File: src/rtl/hazard_flush_ctrl_pkg.sv
// hazard_pkg: shared types and constants for the hazard/flush controller
package hazard_pkg;

    typedef enum logic [1:0] {RUN, STALL, FLUSH} state_t;

    localparam logic [4:0] REG_ZERO = 5'd0;
    localparam int         REM_W    = 4;

endpackage

File: src/rtl/hazard_flush_ctrl_if.sv
// hazard_flush_ctrl_if: hazard inputs and stall/flush control lines for the pipeline registers
interface hazard_flush_ctrl_if #(
    parameter int CNT_W = 16
);
    logic [4:0]       IFID_Rs;
    logic [4:0]       IFID_Rt;
    logic             IFID_UsesRt;
    logic             IDEX_MemRead;
    logic [4:0]       IDEX_Rt;
    logic             BranchTaken;
    logic             JumpID;
    logic             CountClear;
    logic             PCWrite;
    logic             IFIDWrite;
    logic             IFIDFlush;
    logic             IDEXFlush;
    logic [CNT_W-1:0] StallCount;
    logic [CNT_W-1:0] FlushCount;

    modport master (
        input  IFID_Rs, IFID_Rt, IFID_UsesRt, IDEX_MemRead, IDEX_Rt,
        input  BranchTaken, JumpID, CountClear,
        output PCWrite, IFIDWrite, IFIDFlush, IDEXFlush, StallCount, FlushCount
    );

    modport slave (
        output IFID_Rs, IFID_Rt, IFID_UsesRt, IDEX_MemRead, IDEX_Rt,
        output BranchTaken, JumpID, CountClear,
        input  PCWrite, IFIDWrite, IFIDFlush, IDEXFlush, StallCount, FlushCount
    );
endinterface

File: src/rtl/hazard_flush_ctrl_sat_counter.sv
// sat_counter: event counter that holds at all-ones, with clear taking priority over increment
module sat_counter #(
    parameter int CNT_W = 16
) (
    input  logic             clk,
    input  logic             rst_n,
    input  logic             clr,
    input  logic             inc,
    output logic [CNT_W-1:0] q
);
    logic [CNT_W-1:0] q_q;

    // count qualifying cycles, stop at all-ones
    always_ff @(posedge clk) begin
        if (!rst_n)
            q_q <= '0;
        else if (clr)
            q_q <= '0;
        else if (inc && !(&q_q))
            q_q <= q_q + 1'b1;
    end

    assign q = q_q;
endmodule

File: src/rtl/hazard_flush_ctrl.sv
// hazard_flush_ctrl: load-use stall and branch/jump flush control with perf counters
module hazard_flush_ctrl
    import hazard_pkg::*;
#(
    parameter int LOAD_STALL     = 1,
    parameter int BRANCH_PENALTY = 1,
    parameter int CNT_W          = 16
) (
    input  logic                clk,
    input  logic                rst_n,
    hazard_flush_ctrl_if.master hz
);
    localparam logic [REM_W-1:0] STALL_REM = REM_W'(LOAD_STALL - 1);
    localparam logic [REM_W-1:0] FLUSH_REM = REM_W'(BRANCH_PENALTY - 1);

    // control vector order: {PCWrite, IFIDWrite, IFIDFlush, IDEXFlush}
    localparam logic [3:0] C_RUN   = 4'b1100;
    localparam logic [3:0] C_STALL = 4'b0001;
    localparam logic [3:0] C_FLUSH = 4'b1111;
    localparam logic [3:0] C_JUMP  = 4'b1110;
    localparam logic [3:0] C_RESET = 4'b0011;

    state_t           state_q, state_d;
    logic [REM_W-1:0] remain_q, remain_d;
    logic             lu;
    logic [3:0]       ctrl;

    // an in-flight load whose destination feeds the ID instruction; r0 never hazards
    assign lu = hz.IDEX_MemRead && (hz.IDEX_Rt != REG_ZERO) &&
                ((hz.IDEX_Rt == hz.IFID_Rs) || (hz.IFID_UsesRt && (hz.IDEX_Rt == hz.IFID_Rt)));

    // state and remaining-cycle register
    always_ff @(posedge clk) begin
        if (!rst_n) begin
            state_q  <= RUN;
            remain_q <= '0;
        end else begin
            state_q  <= state_d;
            remain_q <= remain_d;
        end
    end

    // next state: a taken branch overrides everything, including an active stall
    always_comb begin
        state_d  = state_q;
        remain_d = remain_q;
        if (hz.BranchTaken) begin
            state_d  = (BRANCH_PENALTY > 1) ? FLUSH : RUN;
            remain_d = (BRANCH_PENALTY > 1) ? FLUSH_REM : '0;
        end else begin
            case (state_q)
                STALL, FLUSH: begin
                    remain_d = remain_q - 1'b1;
                    state_d  = (remain_q == 1) ? RUN : state_q;
                end
                default: begin
                    state_d  = (lu && LOAD_STALL > 1) ? STALL : RUN;
                    remain_d = (lu && LOAD_STALL > 1) ? STALL_REM : '0;
                end
            endcase
        end
    end

    // outputs: same-cycle response from state and hazard inputs
    always_comb begin
        ctrl = C_RUN;
        if (!rst_n)
            ctrl = C_RESET;
        else if (hz.BranchTaken)
            ctrl = C_FLUSH;
        else if (state_q == STALL)
            ctrl = C_STALL;
        else if (state_q == FLUSH)
            ctrl = C_FLUSH;
        else if (lu)
            ctrl = C_STALL;
        else if (hz.JumpID)
            ctrl = C_JUMP;
    end

    assign {hz.PCWrite, hz.IFIDWrite, hz.IFIDFlush, hz.IDEXFlush} = ctrl;

    sat_counter #(.CNT_W(CNT_W)) u_stall_cnt (
        .clk   (clk),
        .rst_n (rst_n),
        .clr   (hz.CountClear),
        .inc   (!ctrl[3]),
        .q     (hz.StallCount)
    );

    sat_counter #(.CNT_W(CNT_W)) u_flush_cnt (
        .clk   (clk),
        .rst_n (rst_n),
        .clr   (hz.CountClear),
        .inc   (ctrl[1]),
        .q     (hz.FlushCount)
    );
endmodule

File: src/flat_wrapper.sv
// flat-port wrapper written by rule: the top's interface ports become plain ports
module hazard_flush_ctrl_flat import hazard_pkg::*;
#(
    parameter int LOAD_STALL     = 1,
    parameter int BRANCH_PENALTY = 1,
    parameter int CNT_W          = 16
)
  (clk, rst_n, hz_IFID_Rs, hz_IFID_Rt, hz_IFID_UsesRt, hz_IDEX_MemRead, hz_IDEX_Rt, hz_BranchTaken, hz_JumpID, hz_CountClear, hz_PCWrite, hz_IFIDWrite, hz_IFIDFlush, hz_IDEXFlush, hz_StallCount, hz_FlushCount);
  hazard_flush_ctrl_if #(.CNT_W(CNT_W)) hz_i ();
  input  logic clk;
  input  logic rst_n;
  input wire logic [$bits(hz_i.IFID_Rs)-1:0] hz_IFID_Rs;
  input wire logic [$bits(hz_i.IFID_Rt)-1:0] hz_IFID_Rt;
  input wire logic [$bits(hz_i.IFID_UsesRt)-1:0] hz_IFID_UsesRt;
  input wire logic [$bits(hz_i.IDEX_MemRead)-1:0] hz_IDEX_MemRead;
  input wire logic [$bits(hz_i.IDEX_Rt)-1:0] hz_IDEX_Rt;
  input wire logic [$bits(hz_i.BranchTaken)-1:0] hz_BranchTaken;
  input wire logic [$bits(hz_i.JumpID)-1:0] hz_JumpID;
  input wire logic [$bits(hz_i.CountClear)-1:0] hz_CountClear;
  output wire logic [$bits(hz_i.PCWrite)-1:0] hz_PCWrite;
  output wire logic [$bits(hz_i.IFIDWrite)-1:0] hz_IFIDWrite;
  output wire logic [$bits(hz_i.IFIDFlush)-1:0] hz_IFIDFlush;
  output wire logic [$bits(hz_i.IDEXFlush)-1:0] hz_IDEXFlush;
  output wire logic [$bits(hz_i.StallCount)-1:0] hz_StallCount;
  output wire logic [$bits(hz_i.FlushCount)-1:0] hz_FlushCount;
  assign hz_i.IFID_Rs = hz_IFID_Rs;
  assign hz_i.IFID_Rt = hz_IFID_Rt;
  assign hz_i.IFID_UsesRt = hz_IFID_UsesRt;
  assign hz_i.IDEX_MemRead = hz_IDEX_MemRead;
  assign hz_i.IDEX_Rt = hz_IDEX_Rt;
  assign hz_i.BranchTaken = hz_BranchTaken;
  assign hz_i.JumpID = hz_JumpID;
  assign hz_i.CountClear = hz_CountClear;
  assign hz_PCWrite = hz_i.PCWrite;
  assign hz_IFIDWrite = hz_i.IFIDWrite;
  assign hz_IFIDFlush = hz_i.IFIDFlush;
  assign hz_IDEXFlush = hz_i.IDEXFlush;
  assign hz_StallCount = hz_i.StallCount;
  assign hz_FlushCount = hz_i.FlushCount;
  hazard_flush_ctrl #(.LOAD_STALL(LOAD_STALL), .BRANCH_PENALTY(BRANCH_PENALTY), .CNT_W(CNT_W)) u_core (.clk(clk), .rst_n(rst_n), .hz(hz_i));
endmodule
File: config.mk
export PLATFORM = sky130hd
export DESIGN_NAME = hazard_flush_ctrl_flat
export DESIGN_NICKNAME = d
export VERILOG_FILES = /design/src/rtl/hazard_flush_ctrl_pkg.sv /design/src/rtl/hazard_flush_ctrl_if.sv /design/src/rtl/hazard_flush_ctrl_sat_counter.sv /design/src/rtl/hazard_flush_ctrl.sv /design/src/flat_wrapper.sv
export SDC_FILE = /design/constraint.sdc
export NUM_CORES = 1
export LEC_CHECK = 0
export CORE_ASPECT_RATIO = 1.1
export CORE_MARGIN = 2
export CORE_UTILIZATION = 46
export DETAILED_ROUTE_END_ITERATION = 8
export PLACE_DENSITY = 0.8
export SETUP_SLACK_MARGIN = 0.02
export SYNTH_ARGS = -nofsm -noshare
export SYNTH_HDL_FRONTEND = slang
export SYNTH_SLANG_ARGS = --single-unit
File: constraint.sdc
create_clock -name clk -period 3.1 [get_ports clk]
set_input_delay 0.62 -clock clk [delete_from_list [all_inputs] [get_ports clk]]
set_output_delay 0.62 -clock clk [all_outputs]
set_load 0.005 [all_outputs]
# Yosys cells after proc, flatten, opt, wreduce, memory -nomap -nowiden
# Index checks and enable logic that the tools add are counted.
# classes
eq_ne	2
reduce_logical	13
addsub	2
n_bitwise	1
muxes	4
# ops
operator	count
16-bit by 1-bit adder with 16-bit output (second input constant)	2
16-bit AND reduction	2
4-bit two-way mux	3
5-bit equality test	2
1-bit logical AND	5
5-bit nonzero test	1
1-bit zero test	3
2-bit two-way mux	1
2-bit OR reduction	1
1-bit logical OR	1
1-bit NOT	1
# totals
regBits	32
in_bits	22
output_inout_bits	36
wordCells	24

# Logic depth before layout (Yosys ltp)
# Gate-level depths: netlist of run 1.
# logic_depth
ltp_word	9
mapped_depth	9
depth_no_buf	7

# By module
# Synthesis of run 1 repeated with hierarchy kept, for this count alone.
# unflattened
hier_cells	215
area_unflattened_um2	1895.6
# by_module_without_submodules
mod	cells_per_inst	seq_area_each_um2	area_each_um2	instances
sat_counter	96	320.3	854.6	2
hazard_flush_ctrl	23	0.0	186.4	1

# Worst setup path before layout of run 1
# Ideal clock, no wire load.
# synth_path
kind	input to output
from	input hz_IDEX_Rt[0]
to	output hz_PCWrite
stages	7
setup_slack_ns	0.418
t_required_ns	2.480
t_arrival_ns	2.062
path_cell_list	or4_1 o21ai_1 o31ai_2 inv_2 buf_2 buf_2 buf_4
# synth_via
elab_chain_len	7
word_cells_on_any_way	10
classes_between	eq/ne (2); mux (3); reduce/logical (5)
# synth_rtl
element	line	text
start, declared	flat_wrapper.sv:16	input wire logic [$bits(hz_i.IDEX_Rt)-1:0] hz_IDEX_Rt;
5-bit equality test	hazard_flush_ctrl.sv:30	((hz.IDEX_Rt == hz.IFID_Rs) || (hz.IFID_UsesRt && (hz.IDEX_Rt == hz.IFID_Rt)));
1-bit logical AND	hazard_flush_ctrl.sv:30	
1-bit logical OR	hazard_flush_ctrl.sv:30	
1-bit logical AND *	hazard_flush_ctrl.sv:29	assign lu = hz.IDEX_MemRead && (hz.IDEX_Rt != REG_ZERO) &&
4-bit two-way mux *	hazard_flush_ctrl.sv:75	else if (lu)
4-bit two-way mux *	hazard_flush_ctrl.sv:69	else if (hz.BranchTaken)
4-bit two-way mux *	hazard_flush_ctrl.sv:67	if (!rst_n)
end, declared	flat_wrapper.sv:20	output wire logic [$bits(hz_i.PCWrite)-1:0] hz_PCWrite;
# Every way passes the cells marked *; elsewhere a longest branch is shown, timed or not.

# Worst setup path in the final report of run 1
# layout_path
from	input hz_IDEX_Rt[0]
to	output hz_IFIDFlush
# layout_via
elab_chain_len	7
word_cells_on_any_way	10
classes_between	eq/ne (2); mux (3); reduce/logical (5)
# layout_rtl
element	line	text
5-bit equality test	hazard_flush_ctrl.sv:30	
1-bit logical AND	hazard_flush_ctrl.sv:30	
1-bit logical OR	hazard_flush_ctrl.sv:30	
1-bit logical AND *	hazard_flush_ctrl.sv:29	
4-bit two-way mux *	hazard_flush_ctrl.sv:75	
4-bit two-way mux *	hazard_flush_ctrl.sv:69	
4-bit two-way mux *	hazard_flush_ctrl.sv:67	
end, declared	flat_wrapper.sv:22	output wire logic [$bits(hz_i.IFIDFlush)-1:0] hz_IFIDFlush;
# Marks and branches as above.

==> out/results.ini, run 1 <==
[synthesis]
synth_top_area_cell = dfxtp_1
synthFlopType = dfxtp_1
synthCells = 221
syn_area_mm2 = 0.001803
async_flop_share = 0
synth_edf_count = 0
ys_ff_latch = 32
ys_types = 43
netlist.area_leader.share = 0.3553
synth_warnings = 0
ys_seq_area_frac = 0.3553
syn_area_per_cell_um2 = 8.158
synth_most_common_cell = dfxtp_1
ys_top_cells_by_count = dfxtp_1, a21oi_1, nand3_1, or4_1, nand2_1
netlist_top_cells_area = dfxtp_1, or4_1, a21oi_1
synth_fp_nets = 245

[worst_setup_path]
critPathLaunchType = input pin
reg2reg_depth = 9
required_ps = 2480
cp_top_family = simple AND/OR/NAND/NOR gates
worstSetupPathType = in -> out
rrSetupSlack_ps = 670
cp_max_fo = 3
worstPathCellList = clkdlybuf4s50_1, or4_1, o21ai_2, or2_4, a21o_1, dlygate4sd2_1
worstPathArrival_ps = 2340
r2r-start = u_core.u_flush_cnt.q[0]$_SDFFE_PP0P_
max_stage_delay_ps = 550
endpoint_kind = output pin
r2r_end = u_core.u_flush_cnt.q[0]$_SDFFE_PP0P_
cpMaxStageDelayCell = or4_1
cp_num_buf_inv = 2

[worst_hold_path]
hold_depth = 2
worstHoldStart = u_core.u_stall_cnt.q[9]$_SDFFE_PP0P_
hp-class = reg -> reg
hold_path_end = u_core.u_stall_cnt.q[9]$_SDFFE_PP0P_

[floorplan]
start_util = 0.4857
placementRows = 23
die_width_um = 63.69
die_h_um = 69.66
boundaryPins = 58
core-area_mm2 = 0.003712
dieArea_mm2 = 0.004437

[cells_and_area]
syn2layout_area_growth_pct = 48.09
antenna_cells = 0
final_util = 0.7192
drive_above_1_share = 0.1301
multi_input_area_mm2 = 0.001107
fillers = 290
regArea_um2 = 640.6
final_nets = 315
stdcell_count = 342

[drt]
drt_iter0_markers = 163
ant_nets = 0
first_pass_iters = 4
routedWlPerCell_um = 14.57
via_count = 1945
drc = 0
drt_wl_total_um = 4983
via_per_inst = 5.687

[global_route]
grt_pass1_vias = 1775
grt_antenna_before_repair = 0
track_usage = 0.2312
grt_max_degree = 30
grt_pass1_wl_um = 8197
grt-ovfl-total = 0

[flow_run]
cap_viol_max_count = 0

[power_and_ir_drop]
power_density_mw_per_mm2 = 360.6
ir_drop_v = 0.0002453
leakagePower_uw = 0.0009015

[cts]
insertion_delay_ps = 290
clockBufferDepth = 2
cts_buffers = 5
cts-hold-fix-buffers = 0
cts_tree = yes
clock-sinks = 32
htree_levels = 2
cts-root-buf = clkbuf_8
path_clk_slew_ps = 70

[timing]
max_slew_margin = 0.5612
setup_viol = 0
fmax_mhz = 338.2
fin_crit_ps = 2957
hold_violations = 0
tightest_slew_ps = 656.9
finalCritPeriodShare = 0.9539
setup_tns_ps = 0
rsz0062_at_grt = false
hold_ws_ps = 493.3
drv_slew = 0
clock-skew-final_ps = 6.425

[outcome]
outcome = finished clean

[place]
io_buffers = 57
gp_congestion = 0.8124
dp_cells = 332
dp_hpwl_um = 3502

layout make-up:
class,count,area share
Clock buffer,7,0.03608
Clock inverter,1,0.01125
Timing Repair Buffer,75,0.2662
Inverter,6,0.008435
Tap cell,50,0.02343
Multi-Input combinational cell,171,0.4147
Sequential cell,32,0.2399
routing by layer:
metal	wire length, um	track usage	vias to the layer above
li1	-	-	972
met1	2184	0.2756	909
met2	2485	0.4058	55
met3	232	0.05032	9
met4	81	0.07729	0
met5	0	0	-
layout by cell type (no fill, tap or decap), types with 4 or more instances in the layout:
cell | netlist | routed
a21oi_1 | 25 | 25
buf_4 | 1 | 18
clkbuf_8 | 0 | 7
clkdlybuf4s50_1 | 0 | 47
dfxtp_1 | 32 | 32
dlygate4sd2_1 | 0 | 4
dlymetal6s2s_1 | 0 | 4
inv_1 | 5 | 5
nand2_1 | 16 | 16
nand2b_1 | 5 | 5
nand3_1 | 18 | 18
nor2_1 | 7 | 7
nor3_1 | 4 | 4
o21ai_0 | 8 | 8
o31ai_1 | 14 | 14
or3_1 | 8 | 8
or4_1 | 17 | 17
xor2_1 | 10 | 9
power by group:
part	leakage (uW)	switching (uW)	total, uW	internal [uW]
logic	0.000579	49.1	105	55.8
clock network	0.0000645	158	442	284
registers	0.000258	3.19	416	413
worst max-delay path by stage:
stage,startpoint,endpoint,cells after the start
floorplan,hz_IDEX_Rt[0],hz_PCWrite,7
global placement,hz_IDEX_Rt[3],hz_IFIDFlush,7
detailed placement,hz_IDEX_Rt[3],hz_IFIDFlush,7
CTS,hz_IFID_Rt[1],hz_IFIDWrite,8
global route,hz_IDEX_Rt[0],hz_IFIDFlush,6
finish,hz_IDEX_Rt[0],hz_IFIDFlush,6
timing repair:
action / 4_1_cts / 5_1_grt
gates resized for setup: 10 / 7
setup endpoints to repair: 4 / 3
pin swaps: 2 / 5
setup buffers: 1 / 1
cell families after synthesis:
kind of cell,synth area share
mux,0.01110
xor+xnor,0.05829
fa+ha+maj,0.01388
simple gates,0.3026
flops,0.3553
buf+inv,0.04718
compound gates,0.2117
metrics by stage:
stage | total power, uW | instance area [um2] | setup WS [ps]
after floorplan | 467.0 | 1803 | 418.5
after global placement | 523.8 | 2494 | -197.9
after detailed placement | 526.5 | 2494 | -276.8
after CTS | 972.0 | 2643 | 38.51
after global routing | 996.6 | 2670 | 77.51
final | 962.9 | 2670 | 143.0
worst register-to-register path: stages (launching register included):
cell and delay (ps):
dfxtp_1 420, ha_1 210, nand3_1 160, nor4_1 560, a21oi_1 230, o31ai_2 100, buf_4 230, buf_4 190
xor2_1 150, nor2_1 60
sequential cells by signal, indices dropped and copies added, names as in the netlist:
| name | cells |
|---|---|
| u_core.u_flush_cnt.q | 16 |
| u_core.u_stall_cnt.q | 16 |
(Power assumes the default switching activity.)
==> inputs of run 2 (changes only) <==
- CTS_CLUSTER_DIAMETER: not set -> 200
==> results of run 2 <==
The final DEF is identical to that of run 1; final timing and power are the same.
